[src/rtl/pipeline_ctrl.sv]
// Pipeline hazard/trap controller: memory stall, branch flush, interrupt entry.
// Optional bus-error timeout in MEM_WAIT enabled by PIPE_CTRL_TIMEOUT_EN.
module pipeline_ctrl #(
  parameter int unsigned MEM_TIMEOUT = 16
) (
  input  logic       i_clk,
  input  logic       i_rst,
  input  logic       i_mem_op,
  input  logic       i_dmem_ack,
  input  logic       i_br_tk,
  input  logic       i_irq,
  input  logic       i_mie,
  output logic       o_dmem_req,
  output logic       o_stall,
  output logic       o_flush,
  output logic       o_trap_take,
  output logic [1:0] o_trap_cause,
  output logic [1:0] o_state
);

  localparam logic [1:0] RUN      = 2'b00;
  localparam logic [1:0] MEM_WAIT = 2'b01;
  localparam logic [1:0] TRAP     = 2'b10;

  localparam logic [1:0] CAUSE_NONE = 2'b00;
  localparam logic [1:0] CAUSE_IRQ  = 2'b01;
  localparam logic [1:0] CAUSE_BUS  = 2'b10;

  if (MEM_TIMEOUT < 2 || MEM_TIMEOUT > 255) begin : g_bad_timeout
    $error("MEM_TIMEOUT must be in 2..255");
  end

  logic [1:0] state_q;
  logic [1:0] state_d;
  logic       timeout;

`ifdef PIPE_CTRL_TIMEOUT_EN
  logic [7:0] cnt_q;

  // Wait counter: zero outside MEM_WAIT, counts unacked wait cycles
  always_ff @(posedge i_clk) begin
    if (i_rst) begin
      cnt_q <= 8'd0;
    end else if (state_q != MEM_WAIT) begin
      cnt_q <= 8'd0;
    end else if (!i_dmem_ack && cnt_q != 8'hFF) begin
      cnt_q <= cnt_q + 8'd1;
    end
  end

  assign timeout = (cnt_q == 8'(MEM_TIMEOUT - 1));
`else
  assign timeout = 1'b0;
`endif

  // State register; reset wins from any state
  always_ff @(posedge i_clk) begin
    if (i_rst) begin
      state_q <= RUN;
    end else begin
      state_q <= state_d;
    end
  end

  // Next state and all control outputs; reset masks everything
  always_comb begin
    state_d      = state_q;
    o_dmem_req   = 1'b0;
    o_stall      = 1'b0;
    o_flush      = 1'b0;
    o_trap_take  = 1'b0;
    o_trap_cause = CAUSE_NONE;
    o_state      = state_q;
    case (state_q)
      MEM_WAIT: begin
        o_dmem_req = 1'b1;
        if (i_dmem_ack) begin
          o_flush = i_br_tk;
          state_d = RUN;
        end else if (timeout) begin
          o_dmem_req   = 1'b0;
          o_trap_take  = 1'b1;
          o_trap_cause = CAUSE_BUS;
          o_flush      = 1'b1;
          state_d      = TRAP;
        end else begin
          o_stall = 1'b1;
        end
      end
      TRAP: begin
        o_flush = 1'b1;
        state_d = RUN;
      end
      default: begin
        o_dmem_req = i_mem_op;
        if (i_mem_op && !i_dmem_ack) begin
          o_stall = 1'b1;
          state_d = MEM_WAIT;
        end else if (i_irq && i_mie) begin
          o_trap_take  = 1'b1;
          o_trap_cause = CAUSE_IRQ;
          o_flush      = 1'b1;
          state_d      = TRAP;
        end else begin
          o_flush = i_br_tk;
          state_d = RUN;
        end
      end
    endcase
    if (i_rst) begin
      o_dmem_req   = 1'b0;
      o_stall      = 1'b0;
      o_flush      = 1'b0;
      o_trap_take  = 1'b0;
      o_trap_cause = CAUSE_NONE;
      o_state      = RUN;
    end
  end

endmodule
[config.mk]
export PLATFORM = sky130hd
export DESIGN_NAME = pipeline_ctrl
export DESIGN_NICKNAME = d
export VERILOG_FILES = /design/src/rtl/pipeline_ctrl.sv
export SDC_FILE = /design/constraint.sdc
export NUM_CORES = 1
export LEC_CHECK = 0
export BUFFER_PORTS_ARGS = -buffer_cell sky130_fd_sc_hd__buf_2
export CORE_AREA = 8 8 45 47
export CTS_CLUSTER_SIZE = 10
export DETAILED_ROUTE_END_ITERATION = 6
export DIE_AREA = 0 0 53 55
export SLEW_MARGIN = 10
export SYNTH_ARGS = -nofsm -noshare
export SYNTH_HDL_FRONTEND = slang
export SYNTH_SLANG_ARGS = --single-unit
[constraint.sdc]
create_clock -name i_clk -period 3.8 [get_ports i_clk]
set_clock_uncertainty 0.2 [all_clocks]
set_input_delay 0 -clock i_clk [delete_from_list [all_inputs] [get_ports i_clk]]
set_output_delay 0 -clock i_clk [all_outputs]
set_load 0.01 [all_outputs]
==> qor.txt, run 1 <==
status - finished clean
sequential area share after synthesis - 0.1871
gp weighted congestion - 0.7250
Placed Area - 284.0 um2
Nets - 58
peak supply drop - 0.00007309 V
hold_ws - 179.5 ps
Worst-Skew Late Latency - 220 ps
clk sinks - 2
highest metal layer with signal wires - met3
syn_area_per_cell - 7.378 um2
minimum clock period - 2042 ps
Clock Tree Buf Depth - 2
RSZ-0062 raised after global routing - no
top flop regs - state_q x2
Final Hold Fails - 0
cells after synthesis - 29
root buffer cell - clkbuf_4
post-route cell area - 346.6 um2
CP max stage cell - dlygate4sd3_1
critical path required time - 3770 ps
Port Buffer Count - 13
Pre-antenna DRT Iters - 2
Clock Pin Slew Worst Setup and Hold Paths - 30 ps
DRT antenna net count - 0
worst path cell trace - inv_1 -> ha_1 -> nand2_1 -> mux2_2 -> nor3_2 -> dlygate4sd3_1
gr usage total - 0.05019
vias in the first global route - 253
Post-Syn Area - 214.0 um2
Max Fclk - 489.7 MHz
Core Area - 1384 um2
max-cap violations - 0
area leader, netlist - dfxtp_1
DIE HEIGHT - 55 um
largest net degree at the start of global routing - 8
Initial Utilization - 0.1546
Arr. time, crit path - 2010 ps
Layout Utilization - 0.2505
Synth-to-Final Area Change - 61.99%
post-synth cell types - 19
die area - 2915 um2
Antenna Cells - 0
Chip Width - 53 um
hold crit path type - in2out
Syn Nets - 38
placed instance count - 56
non-filler instance count after layout - 63
slowest stage delay, CP - 560 ps
yosys warns - 0
met2 WL post-DR - 312 um
CP Class - reg2reg
CP max FO - 6
Worst setup EP type - register
Top reg by flops - state_q
post-detail-place hpwl - 491.7 um
final-report setup violation count - 0
CTS tree - done
Wirelength per Cell - 10.60 um
setup tns final - 0 ps
first-pass GRT wire length - 1035 um
1st-iter DRT viols - 3
CTS Buf Count - 3
power per cell area - 276.5 nW/um2
total vias in the final route - 260
Rows - 14
max reg flops - 2
antenna violations before repair - 0
post-synthesis register bit count - 2
gr ovfl total - 0
Synth area leaders - dfxtp_1, ha_1, a21oi_1
Remaining DRCs - 0
met3 WL - 111 um
routed wire length - 668 um
Tcrit/Tclk final - 0.5373
I/O Pins - 15
Via density - 4.127
Yosys top cell area share - 0.1871
H-tree Lvls - 1
CP startpoint kind - register
M1 WL - 243 um
layout cells sized above 1 - 0.4043
Leak - 0.1693 nW
Slew Limit Fails - 0
cells by family after synthesis:
family | synth area share
AOI/OAI and AO/OA | 0.1755
adders and majority gates | 0.1169
buffers and inverters | 0.1228
DFF | 0.1871
muxes | 0.05263
other | 0.01753
and+or+nand+nor | 0.3275
where the power goes:
group,switching [W],internal (W)
logic,0.0000132,0.0000128
registers,0.000000484,0.0000221
clock network,0.0000124,0.0000349
through the flow:
| stage | setup WS (ps) | power, W |
|---|---|---|
| 3_3_place_gp | 2312 | 0.00004568 |
| 6_report | 1758 | 0.00009583 |
| 4_1_cts | 1784 | 0.00009886 |
| 3_5_place_dp | 2287 | 0.00004581 |
| 5_1_grt | 1651 | 0.0001045 |
| 2_1_floorplan | 2281 | 0.00003722 |
critical path: cells and delay by family, from the launching register on:
kind / cells / cell delay (ps)
buf+inv: 2 / 630
mux: 1 / 280
flops: 1 / 320
fa+ha+maj: 1 / 360
simple gates: 2 / 190
cells in the final DEF (no fill, tap or decap), drive strengths merged, types with 2 or more instances in the layout:
master,instances
a21oi,3
buf,13
clkbuf,3
dfxtp,2
dlygate4sd3,4
ha,2
inv,3
nand2b,2
nor2,3
final timing paths:
| path | slack, ps | to | cells after the start | startpoint |
|---|---|---|---|---|
| hold / removal | 180 | o_dmem_req | 4 | i_mem_op |
| hold reg to reg | 950 | state_q[1]$_SDFFE_PP0P_ | 4 | state_q[1]$_SDFFE_PP0P_ |
| setup reg to reg | 1760 | state_q[0]$_SDFFE_PP0P_ | 6 | state_q[0]$_SDFFE_PP0P_ |
| setup / recovery | 1760 | state_q[0]$_SDFFE_PP0P_ | 6 | state_q[0]$_SDFFE_PP0P_ |
synthesized netlist by cell type:
library cell,count
ha_1,2
or2_0,1
and2b_1,1
dfxtp_1,2
o211ai_1,1
nand2_1,1
nand2b_1,2
conb_1,1
a31oi_1,1
nor3_2,1
nor2_1,3
and2_2,1
buf_4,2
mux2_2,1
inv_1,3
or3_1,1
o2111ai_1,1
nand3_1,1
a21oi_1,3
per-layer routing:
metal | GRT usage | vias to the layer above
li1 | - | 132
met1 | 0.04992 | 118
met2 | 0.06445 | 10
met3 | 0.04545 | 0
met4 | 0.03879 | 0
met5 | 0 | -
what timing repair did:
| item | CTS | global route |
|---|---|---|
| hold buffers | 4 | 0 |
| gates resized for setup | 0 | 0 |
| buffers inserted | 0 | 0 |
| endpoints found under the hold margin | 2 | 0 |
area by class of cell:
cell class                 count  area, um2
multi-input combinational     22      147.6
sequential                     2      40.04
fill                         157       1037
timing repair buffer          17      105.1
inverter                       3      11.26
tap                           16      20.02
clock buffer                   3      22.52
Note: power is estimated with default switching activity, not from simulation.
==> run 2: changes to the inputs <==
==> constraint.sdc (replaced) <==
create_clock -name i_clk -period 1.9 [get_ports i_clk]
set_clock_uncertainty 0.2 [all_clocks]
set_input_delay 0 -clock i_clk [delete_from_list [all_inputs] [get_ports i_clk]]
set_output_delay 0 -clock i_clk [all_outputs]
set_load 0.01 [all_outputs]
==> qor.txt, run 2 (synthesis gave the netlist of run 1 again) <==
largest net degree at the start of global routing - 8 (unchanged)
DIE HEIGHT - 55 um (unchanged)
grt met2 use - 0.06055 (-0.003906)
Leak - 0.1605 nW (-5.2%)
Clock Tree Buf Depth - 2 (unchanged)
gr usage total - 0.04692 (-0.003273)
Worst setup EP type - primary output
Synth-to-Final Area Change - 57.31%
clk sinks - 2 (unchanged)
1st-iter DRT viols - 4 (+1)
setup tns final - 0 ps (unchanged)
Wirelength per Cell - 9.758 um (-8.0%)
Chip Width - 53 um (unchanged)
Slew Limit Fails - 0 (unchanged)
post-route cell area - 336.6 um2 (-2.9%)
DRT antenna net count - 0 (unchanged)
max-cap violations - 0 (unchanged)
global routing's busiest layer - met2
first-pass GRT wire length - 945 um (-8.7%)
Core Area - 1384 um2 (unchanged)
Rows - 14 (unchanged)
Tcrit/Tclk final - 0.9214
combinational share of power - 0.267 (-0.003)
max reg flops - 2 (unchanged)
grt met3 use - 0.04011 (-0.005348)
RSZ-0062 raised after global routing - no
CP max FO - 6 (unchanged)
Clock power frac - 0.492 (-0.002)
Placed Area - 284.0 um2 (unchanged)
status - finished clean
DP Worst Slack - 379.8 ps (-1907 ps)
I/O Pins - 15 (unchanged)
Arr. time, crit path - 1550 ps (-460 ps)
CTS tree - done
layout cells sized above 1 - 0.4130 (+0.008788)
Flop pwr share - 0.241 (+0.005)
CP startpoint kind - register
Initial Utilization - 0.1546 (unchanged)
Nets - 57 (-1.7%)
Sw Ratio - 0.2617 (-0.01045)
die area - 2915 um2 (unchanged)
total vias in the final route - 251 (-3.5%)
top flop regs - state_q x2
gr ovfl total - 0 (unchanged)
met1 Use GR - 0.04690 (-0.003026)
root buffer cell - clkbuf_4
Sequential Area - 40.04 um2 (unchanged)
Remaining DRCs - 0 (unchanged)
CP Class - reg2out
minimum clock period - 1751 ps
Final WS setup - 149.3 ps (-1609 ps)
power per cell area - 557.0 nW/um2 (+100%)
Top reg by flops - state_q
CTS Buf Count - 3 (unchanged)
Port Buffer Count - 13 (unchanged)
post-detail-place hpwl - 486.4 um (-1.1%)
Internal - 0.0001384 W (+98%)
gp weighted congestion - 0.7004 (-3.4%)
area of the multi-input gates - 147.6 um2 (unchanged)
Antenna Cells - 0 (unchanged)
# fillers - 158 (+0.64%)
Max Fclk - 571.2 MHz
commonest non-fill, non-tap cell in the layout - buf_2
reg2reg setup slack - 430 ps (-1330 ps)
antenna violations before repair - 0 (unchanged)
critical path required time - 1700 ps (-2070 ps)
routed wire length - 605 um (-9.4%)
Pre-antenna DRT Iters - 4 (+2)
H-tree Lvls - 1 (unchanged)
final-report setup violation count - 0 (unchanged)
Via density - 4.048 (-1.9%)
hold crit path type - in2reg
Worst-Skew Late Latency - 220 ps (about the same)
Final Hold Fails - 0 (unchanged)
vias in the first global route - 238 (-5.9%)
peak supply drop - 0.0001333 V (+82%)
sw power - 0.00004906 W (+88%)
Clock Pin Slew Worst Setup and Hold Paths - 30 ps (about the same)
run 2: power by group through the flow:
stage                     logic [W]  registers, W  clock network (W)
final                     0.0000500     0.0000451          0.0000923
after global routing      0.0000566     0.0000454           0.000104
after CTS                 0.0000506     0.0000452          0.0000967
after detailed placement  0.0000459     0.0000457                  0
after global placement    0.0000456     0.0000456                  0
after floorplan           0.0000289     0.0000455                  0
run 2: layout make-up:
type,instances,share of cell area
clock buffers,3,0.06691
inverters,3,0.03346
multi-input cells,22,0.4387
flip-flops and latches,2,0.1190
well taps,16,0.05948
repair buffers,16,0.2825
run 2: worst max-delay path, stage by stage (launching register included):
cell and delay [ps]:
dfxtp_1 320, inv_1 70, ha_1 350, nand2b_1 170, a21oi_1 160, and2b_1 130
buf_2 120
run 2: timing repair:
action                    in CTS  in global routing
gates resized for setup        0                  0
hold buffers                   3                  0
hold endpoints to repair       2                  0
buffers inserted               0                  0
run 2: path summary, 6_finish.rpt:
kind / start / to / cells past startpoint
max: state_q[0]$_SDFFE_PP0P_ / o_stall / 6
min: i_mie / state_q[1]$_SDFFE_PP0P_ / 4
max reg2reg: state_q[0]$_SDFFE_PP0P_ / state_q[0]$_SDFFE_PP0P_ / 5
min reg2reg: state_q[1]$_SDFFE_PP0P_ / state_q[1]$_SDFFE_PP0P_ / 3
run 2: stage by stage:
step                total power (W)  hold WS, ps    util  instances
global placement         0.00009119        39.77  0.2052         56
global route              0.0002056        89.24  0.2432         62
CTS                       0.0001924        62.99  0.2432         62
detailed placement       0.00009156        43.05  0.2052         56
floorplan                0.00007444       -157.1       -         29
finish                    0.0001875        63.97  0.2432         62
run 2: layer usage:
metal,vias up,part of all wire
li1,132,-
met2,10,0.42
met3,0,0.17
met1,109,0.40
met4,0,0
met5,-,0
